### config.mk
export PLATFORM = sky130hd
export DESIGN_NAME = interp_sched
export DESIGN_NICKNAME = d
export VERILOG_FILES = /design/src/rtl/mrelbp_pkg.sv /design/src/rtl/bilinear_cal.sv /design/src/rtl/interp_sched.sv
export SDC_FILE = /design/constraint.sdc
export NUM_CORES = 2
export LEC_CHECK = 0
export ABC_AREA = 1
export CORE_ASPECT_RATIO = 1.5
export CORE_UTILIZATION = 55
export DETAILED_ROUTE_END_ITERATION = 8
export PLACE_DENSITY = 0.77
export SYNTH_ARGS = -nofsm -noshare
export SYNTH_HDL_FRONTEND = slang
export SYNTH_SLANG_ARGS = --single-unit
### constraint.sdc
create_clock -name i_clk -period 23.3 [get_ports i_clk]
set_input_delay 4.66 -clock i_clk [delete_from_list [all_inputs] [get_ports i_clk]]
set_output_delay 4.66 -clock i_clk [all_outputs]
set_load 0.01 [all_outputs]
### src/rtl/mrelbp_pkg.sv
// Shared types and per-radius sampling coordinates for the MRELBP ring interpolator.
// Coordinates are Q16.8. Index [r][i] is radius r, off-axis sample k = 2*i+1.
package mrelbp_pkg;

  localparam int NUM_RADII = 4;

  typedef enum logic [1:0] {IDLE, CALC, OUT} state_t;
  typedef logic [23:0] coord_t;

  // Every radius uses the same pattern: k1=(a,a), k3=(b,a), k5=(b,b), k7=(a,b).
  localparam coord_t COEFF_X [NUM_RADII][4] = '{
    '{24'h000380, 24'h000080, 24'h000080, 24'h000380},
    '{24'h00067C, 24'h000184, 24'h000184, 24'h00067C},
    '{24'h000A3E, 24'h0001C2, 24'h0001C2, 24'h000A3E},
    '{24'h000D8A, 24'h000276, 24'h000276, 24'h000D8A}
  };

  localparam coord_t COEFF_Y [NUM_RADII][4] = '{
    '{24'h000380, 24'h000380, 24'h000080, 24'h000080},
    '{24'h00067C, 24'h00067C, 24'h000184, 24'h000184},
    '{24'h000A3E, 24'h000A3E, 24'h0001C2, 24'h0001C2},
    '{24'h000D8A, 24'h000D8A, 24'h000276, 24'h000276}
  };

endpackage

### src/rtl/bilinear_cal.sv
// Combinational bilinear interpolator. The result is Q16.8: the weighted sum of the four
// pixels, using the coordinate fractions as weights, truncated to 8 fractional bits.
module bilinear_cal #(
  parameter int WIDTH = 8,
  parameter int FIXED = 24
) (
  input  logic [WIDTH-1:0] i_p00,
  input  logic [WIDTH-1:0] i_p01,
  input  logic [WIDTH-1:0] i_p10,
  input  logic [WIDTH-1:0] i_p11,
  input  logic [7:0]       i_x_frac,
  input  logic [7:0]       i_y_frac,
  output logic [FIXED-1:0] o_result
);

  logic [8:0]  wx1, wx0, wy1, wy0;
  logic [17:0] w00, w01, w10, w11;
  logic [31:0] acc;

  // p01 is the x-neighbour, p10 the y-neighbour; weights sum to 256*256.
  assign wx1 = {1'b0, i_x_frac};
  assign wy1 = {1'b0, i_y_frac};
  assign wx0 = 9'd256 - wx1;
  assign wy0 = 9'd256 - wy1;

  assign w00 = 18'(wx0) * 18'(wy0);
  assign w01 = 18'(wx1) * 18'(wy0);
  assign w10 = 18'(wx0) * 18'(wy1);
  assign w11 = 18'(wx1) * 18'(wy1);

  assign acc = 32'(w00) * 32'(i_p00) + 32'(w01) * 32'(i_p01)
             + 32'(w10) * 32'(i_p10) + 32'(w11) * 32'(i_p11);

  assign o_result = FIXED'(acc >> 8);

endmodule

### src/rtl/interp_sched.sv
// Runs the four off-axis samples of one ring through a single shared bilinear_cal,
// one per cycle, and presents them together with the pass-through on-axis samples.
module interp_sched
  import mrelbp_pkg::*;
#(
  parameter int WIDTH = 8,
  parameter int FIXED = 24,
  parameter int RADII = 4
) (
  input  logic                       i_clk,
  input  logic                       i_rst,
  input  logic                       i_valid,
  output logic                       o_ready,
  input  logic [$clog2(RADII)-1:0]   i_radius,
  input  logic [16*WIDTH-1:0]        i_quads,
  input  logic [4*WIDTH-1:0]         i_axis,
  output logic                       o_valid,
  input  logic                       i_ready,
  output logic [4*WIDTH-1:0]         o_axis,
  output logic [4*FIXED-1:0]         o_interp,
  output logic                       o_busy
);

  localparam int RW = $clog2(RADII);

  state_t                          state_q, state_d;
  logic [1:0]                      kcnt_q, kcnt_d;
  logic [3:0][3:0][WIDTH-1:0]      quads_q, quads_d;
  logic [RW-1:0]                   radius_q, radius_d;
  logic [4*WIDTH-1:0]              axis_q, axis_d;
  logic [3:0][FIXED-1:0]           res_q, res_d;
  logic                            o_valid_q, o_valid_d;
  logic [FIXED-1:0]                bl_result;

  bilinear_cal #(.WIDTH(WIDTH), .FIXED(FIXED)) u_bilinear (
    .i_p00    (quads_q[kcnt_q][0]),
    .i_p01    (quads_q[kcnt_q][1]),
    .i_p10    (quads_q[kcnt_q][2]),
    .i_p11    (quads_q[kcnt_q][3]),
    .i_x_frac (COEFF_X[radius_q][kcnt_q][7:0]),
    .i_y_frac (COEFF_Y[radius_q][kcnt_q][7:0]),
    .o_result (bl_result)
  );

  always_comb begin
    state_d   = state_q;
    kcnt_d    = kcnt_q;
    quads_d   = quads_q;
    radius_d  = radius_q;
    axis_d    = axis_q;
    res_d     = res_q;
    o_valid_d = o_valid_q;
    case (state_q)
      IDLE: begin
        if (i_valid) begin
          quads_d  = i_quads;
          axis_d   = i_axis;
          radius_d = i_radius;
          kcnt_d   = 2'd0;
          state_d  = CALC;
        end
      end
      CALC: begin
        res_d[kcnt_q] = bl_result;
        kcnt_d        = kcnt_q + 2'd1;
        if (kcnt_q == 2'd3) begin
          state_d   = OUT;
          o_valid_d = 1'b1;
        end
      end
      OUT: begin
        if (i_ready) begin
          state_d   = IDLE;
          o_valid_d = 1'b0;
        end
      end
      default: begin
        state_d   = IDLE;
        o_valid_d = 1'b0;
      end
    endcase
  end

  always_ff @(posedge i_clk or posedge i_rst) begin
    if (i_rst) begin
      state_q   <= IDLE;
      kcnt_q    <= '0;
      quads_q   <= '0;
      radius_q  <= '0;
      axis_q    <= '0;
      res_q     <= '0;
      o_valid_q <= 1'b0;
    end else begin
      state_q   <= state_d;
      kcnt_q    <= kcnt_d;
      quads_q   <= quads_d;
      radius_q  <= radius_d;
      axis_q    <= axis_d;
      res_q     <= res_d;
      o_valid_q <= o_valid_d;
    end
  end

  // Handshake outputs decode registered state only, so no input reaches them combinationally.
  assign o_ready  = (state_q == IDLE);
  assign o_busy   = (state_q != IDLE);
  assign o_valid  = o_valid_q;
  assign o_axis   = axis_q;
  assign o_interp = res_q;

endmodule

### After elaboration in Yosys (flattened, before gate mapping)

Index checks and enable logic that the tools add are counted.

| word-level totals | value |
|---|---|
| register bits after elaboration | 263 |
| output and inout bits | 131 |
| input bits | 166 |
| logic and storage cells | 86 |

| operators by class | value |
|---|---|
| equality and inequality tests | 6 |
| $lt $le $gt $ge | 4 |
| add/subtract/negate cells | 6 |
| multipliers | 8 |
| reductions and logical operators | 8 |
| multiplexer cells | 26 |
| bitwise logic cells | 3 |

Operators by type and width:

| operator | number |
|---|---|
| binary-select mux 96 bit (select 2 bit) | 2 |
| 2-to-1 mux 96 bit | 4 |
| multiplier 18 x 8 -> 26 bit | 4 |
| binary-select mux 24 bit (select 2 bit) | 2 |
| bitwise mux 96 bit | 1 |
| adder 32 x 26 -> 32 bit | 2 |
| binary-select mux 32 bit (select 2 bit) | 1 |
| demux 24 bit (select 2 bit) | 1 |
| 2-to-1 mux 32 bit | 1 |
| 2-to-1 mux 8 bit | 4 |
| adder 26 x 26 -> 27 bit | 1 |
| 2-to-1 mux 24 bit | 1 |
| multiplier 9 x 9 -> 18 bit | 1 |
| subtractor 9 x 8 -> 9 bit (first input constant) | 2 |
| multiplier 8 x 9 -> 17 bit | 1 |
| multiplier 9 x 8 -> 17 bit | 1 |
| multiplier 8 x 8 -> 16 bit | 1 |
| 2-to-1 mux 2 bit | 4 |
| >= comparator 3 bit (second input constant) | 2 |
| != test 2 bit (second input constant) | 3 |
| NOT 2 -> 3 bit | 2 |
| case mux 2 bit (3 select lines) | 1 |
| AND reduction 3 bit | 2 |
| == test 2 bit (second input constant) | 2 |
| 12 further kinds | 15 |

### Longest topological paths before layout

| depth | value |
|---|---|
| depth in word-level cells | 14 |
| depth in mapped cells | 69 |
| mapped depth without buffers | 68 |

### Cells and area by module

Synthesis repeated with hierarchy kept, for this count alone.

| second synthesis, totals | value |
|---|---|
| cell total of the unflattened synthesis | 4,886 |
| area, all modules | 39,048.7 um2 |

By module, submodules not included:

| module | cells an instance | sequential area each (um2) | area each (um2) | times used |
|---|---|---|---|---|
| bilinear_cal | 3,592 | 0.0 | 27,881.7 | 1 |
| interp_sched | 1,294 | 6,581.3 | 11,167.0 | 1 |

### Worst setup path before layout

OpenSTA, ideal clock, no wires.

| timing | value |
|---|---|
| path kind | flip-flop to flip-flop |
| start | reg radius_q[1] |
| end | reg res_q (netlist bit o_interp[19]) |
| arrival time | 13,973 ps |
| path buffers | 3 |
| slack | 9,261 ps |
| library setup time | 66 ps |
| stages on the path, launching flop included | 64 |
| required time | 23,234 ps |
| clock period less this slack | 14,039 ps |
| cells stage by stage | dfrtp_1 -> clkbuf_1 -> clkinv_1 -> clkbuf_1 -> ha_1 -> nor2_1 -> a21oi_1 -> inv_1 -> clkbuf_1 -> ha_1 -> inv_1 -> nor2_1 -> inv_1 -> nor3_1 -> or2_2 -> nand2_2 -> inv_1 -> nand2_1 -> [28 not listed] -> inv_1 -> a21oi_1 -> xor2_1 -> fa_1 -> fa_1 -> fa_1 -> fa_1 -> inv_1 -> ha_1 -> nand2_1 -> nand2_1 -> a21boi_0 -> o21ai_0 -> a21oi_1 -> nand2_1 -> nand2_2 -> nand3_1 -> nand2_1 |

| between the ends | value |
|---|---|
| longest elaborated chain between the ends | 14 |
| elaborated cells on any way between the ends | 27 |
| classes of those cells | add/sub: 5; mul: 8; mux: 13; bitwise: 1 |

RTL lines:

| element | RTL line | text |
|---|---|---|
| start, declared | interp_sched.sv:29 | `logic [RW-1:0] radius_q, radius_d;` |
| start signal, assigned | interp_sched.sv:97 | `radius_q <= radius_d;` |
| NOT 2 -> 3 bit (not written as such) (*) | interp_sched.sv:40, interp_sched.sv:41 |  |
| binary-select mux 96 bit (select 2 bit), on equally long branches | interp_sched.sv:40, interp_sched.sv:41 |  |
| 2-to-1 mux 96 bit, on equally long branches (2 in series) | interp_sched.sv:40, interp_sched.sv:41 |  |
| binary-select mux 24 bit (select 2 bit), on equally long branches | interp_sched.sv:40, interp_sched.sv:41 |  |
| 2-to-1 mux 8 bit, on equally long branches (2 in series) | interp_sched.sv:40, interp_sched.sv:41 |  |
| subtractor 9 x 8 -> 9 bit, on equally long branches | bilinear_cal.sv:23, bilinear_cal.sv:24 |  |
| multiplier 9 x 9 -> 18 bit or multiplier 8 x 9 -> 17 bit (tied branches) | bilinear_cal.sv:26, bilinear_cal.sv:27 |  |
| multiplier 18 x 8 -> 26 bit | bilinear_cal.sv:31 | `assign acc = 32'(w00) * 32'(i_p00) + 32'(w01) * 32'(i_p01)` |
| adder 26 x 26 -> 27 bit | bilinear_cal.sv:31 |  |
| adder 32 x 26 -> 32 bit | bilinear_cal.sv:32 | `+ 32'(w10) * 32'(i_p10) + 32'(w11) * 32'(i_p11);` |
| adder 32 x 26 -> 32 bit (*) | bilinear_cal.sv:32 |  |
| bitwise mux 96 bit (*) | interp_sched.sv:64 | `res_d[kcnt_q] = bl_result;` |
| end signal, assigned | interp_sched.sv:99 | `res_q <= res_d;` |
| end, declared | interp_sched.sv:31 | `logic [3:0][FIXED-1:0] res_q, res_d;` |

Mark *: on every way between the ends. The rest lies on a longest branch, timed or not. The select of a mux whose other input is x is not followed.
A chain may end at the register's enable or synchronous reset.

### Worst setup path after layout

| timing | value |
|---|---|
| start | reg radius_q[1] |
| end | reg res_q (netlist bit o_interp[58]) |

The elaborated chain is that of the path after synthesis.

==> qor.yml <==
yosys:
  synth_edf_count: 0
  yosys_warnings: 0
  yosys-top-cells-area: "sky130_fd_sc_hd__fa_1 (31%), sky130_fd_sc_hd__dfrtp_1 (18%), sky130_fd_sc_hd__nand2_1 (14%)"
  synth.most_common_cell: "sky130_fd_sc_hd__nand2_1"
  yosys_most_used_dff: "sky130_fd_sc_hd__dfrtp_1"
  synth_cell_type_count: 47
  async_reset_ff_share_pct: 100
  synth_cells: 4259
  ys_seq_elements: 251
  synth_area_mm2: 0.0340
  synth_top_cell_by_area: "sky130_fd_sc_hd__fa_1"
  netlist_top_cells_count: "sky130_fd_sc_hd__nand2_1 (1227), sky130_fd_sc_hd__inv_1 (856), sky130_fd_sc_hd__fa_1 (532)"
  synthesis.area_per_instance_um2: 7.99
  yosysSeqAreaShare_pct: 18.5
  synth_top_area_share_pct: 31.3
worst_hold_path:
  min_delay_worst_endpoint: "o_axis[10]"
  timing.hold.worst.class: "flip-flop to flip-flop"
  min_path_cells: 2
  hp-start: "o_axis[10]"
critical_path:
  arrival_ps: 16580
  path_max_fanout: 45
  reg2reg_to: "o_interp[58]"
  worstReg2RegStart: "radius_q[1]"
  reg2reg_setup_slack_ps: 7190
  timing.critical_path.required_ps: 23770
  setup.worst_path.start: "radius_q[1]"
  worstRegToRegCells: 60
  timing.critical_path.buf_inv: 16
  critical_path.slowest_cell: "sky130_fd_sc_hd__dfrtp_1"
  timing.critical_path.from_type: "flip-flop"
  criticalPathCategory: "flip-flop to flip-flop"
  critical_path.top_delay_family: "adder cells"
  worst_stage_delay_on_the_critical_path_ps: 880
  critPathCaptureType: "flip-flop"
global_routing:
  first_global_vias: 30400
  grt_antenna_before_repair: 3
  grt_first_pass_wirelength_mm: 159
  global_route.usage.total_pct: 32.8
  globalRoute.totalOverflow: 0
  largest_net_degree_at_the_start_of_global_routing: 124
floorplan:
  core.rowCount: 111
  die_area_mm2: 0.0629
  die_height_um: 307
  fp.dieW_um: 205
  initial_utilization_pct: 55.7
  fp.coreArea_mm2: 0.0611
  ios: 297
placed_design:
  post-place-ws_ps: 7440
  port-buffer-count: 284
  hpwl_mm: 80.8
  gp_congestion: 1.00
clock_network:
  cts.repair.resized: 0
  cts.reportedPaths.clkPinSlew_ps: 80
  cts_max_path_buffers: 3
  cts_root_buffer: "sky130_fd_sc_hd__clkbuf_16"
  clock_insertion_delay_worst_skew_ps: 570
  postCtsSetupRepairBufs: 0
  cts_max_level: 1
  cts_tree: "yes"
  cts_inserted_buffers: 23
  hold_buffer_count_at_cts: 0
  cts.sink_count: 251
timing:
  final_min_period_over_clock_period_pct: 69.1
  slew_viols_final: 0
  setup_tns_ps: 0
  finalWorstPathRequiredPeriod_ps: 16110
  maxClockFrequency_ghz: 0.0621
  layout_setup_ws_ps: 7190
  grt_setup_unrepaired: "false"
  hold_viol: 0
  finalClockSkew_ps: 36.3
  worst_slew_pin_slew_ps: 1110
  setup_viol_count_final: 0
  slew_headroom_pct: 25.8
routing:
  wirelength_mm: 98.0
  detail-route-antenna-nets: 0
  drc: 0
  dr.pass1.iters: 6
  vias_post_dr: 28300
  vias_per_cell: 5.33
  first_iter_violations: 1814
  route.detailed.wl_per_inst_um: 18.5
finish:
  layout-drive-gt1-share_pct: 3.28
  syn2layout_area_growth_pct: 12.8
  nets: 5511
outcome:
  outcome: "finished clean"
job:
  max_cap_viol_count: 0
[flip-flops by register name (all words and copies together) (netlist names)]
name and flops:
o_interp 84, quads_q 128, state_q 2, o_valid 1, o_axis 32, kcnt_q 2
radius_q 2
[worst min-delay path: cells and delay by family, from the launching register on]
family           cells  cell delay, ps
flip-flops           1             340
AND/OR/NAND/NOR      2             100
[cells in the final DEF, fill, tap and decap left out, types with 38 or more instances in the layout]
cell type,synthesis,routed
sky130_fd_sc_hd__ha_1,316,316
sky130_fd_sc_hd__dfrtp_1,251,249
sky130_fd_sc_hd__inv_1,856,854
sky130_fd_sc_hd__xor2_1,46,46
sky130_fd_sc_hd__nand2_1,1227,1226
sky130_fd_sc_hd__o21ai_0,83,83
sky130_fd_sc_hd__or2_2,38,38
sky130_fd_sc_hd__nor2_1,419,419
sky130_fd_sc_hd__a21oi_1,89,89
sky130_fd_sc_hd__clkdlybuf4s50_1,0,284
sky130_fd_sc_hd__fa_1,532,532
sky130_fd_sc_hd__nand3_1,137,137
[metal layers]
layer | up-vias | global-route usage [%] | wire, um
li1 | 13100 | - | -
met1 | 13900 | 37.3 | 35200
met2 | 1043 | 57.7 | 50000
met3 | 309 | 4.18 | 5550
met4 | 0 | 20.9 | 7280
met5 | - | 0 | 0
[worst max-delay path by stage]
| stage | endpoint | cells after the start |
|---|---|---|
| global route | o_interp[58] | 60 |
| CTS | o_interp[61] | 63 |
| finish | o_interp[58] | 60 |
| floorplan | o_interp[19] | 63 |
| global placement | o_interp[34] | 60 |
| detailed placement | o_interp[61] | 63 |
[logic make-up (layout without fill, tap and decap cells)]
| logic type | count (synthesis) | after routing | share of synthesized area [%] |
|---|---|---|---|
| compound gates | 234 | 234 | 4.03 |
| xor+xnor | 58 | 58 | 1.49 |
| fa+ha+maj | 848 | 848 | 42.9 |
| buf+inv | 987 | 1227 | 11.1 |
| flops | 251 | 251 | 18.5 |
| other cells | 1 | 20 | 0.0110 |
| simple gates | 1880 | 1880 | 22.0 |
[through the flow]
stage / utilization, % / instance area [um2] / hold WS, ps / cells
after floorplan: - / 34100 / 441 / 4274
after global placement: 61.6 / 37600 / 457 / 5263
after detailed placement: 61.6 / 37600 / 460 / 5263
after CTS: 62.8 / 38400 / 478 / 5305
after global routing: 62.8 / 38400 / 492 / 5308
final: 62.8 / 38400 / 476 / 5309
[area by class of cell]
cell class	instances	area, um2
Clock buffer	30	642
Antenna cell	4	10.0
Inverter	883	3330
Sequential cell	251	6280
Fill cell	5343	22700
Clock inverter	12	116
Timing Repair Buffer	302	2980
Multi-Input combinational cell	3036	24000
Tap cell	791	990
Power is not shown: default switching activity piles up to over one toggle a cycle in this logic, so the estimate is an artifact.
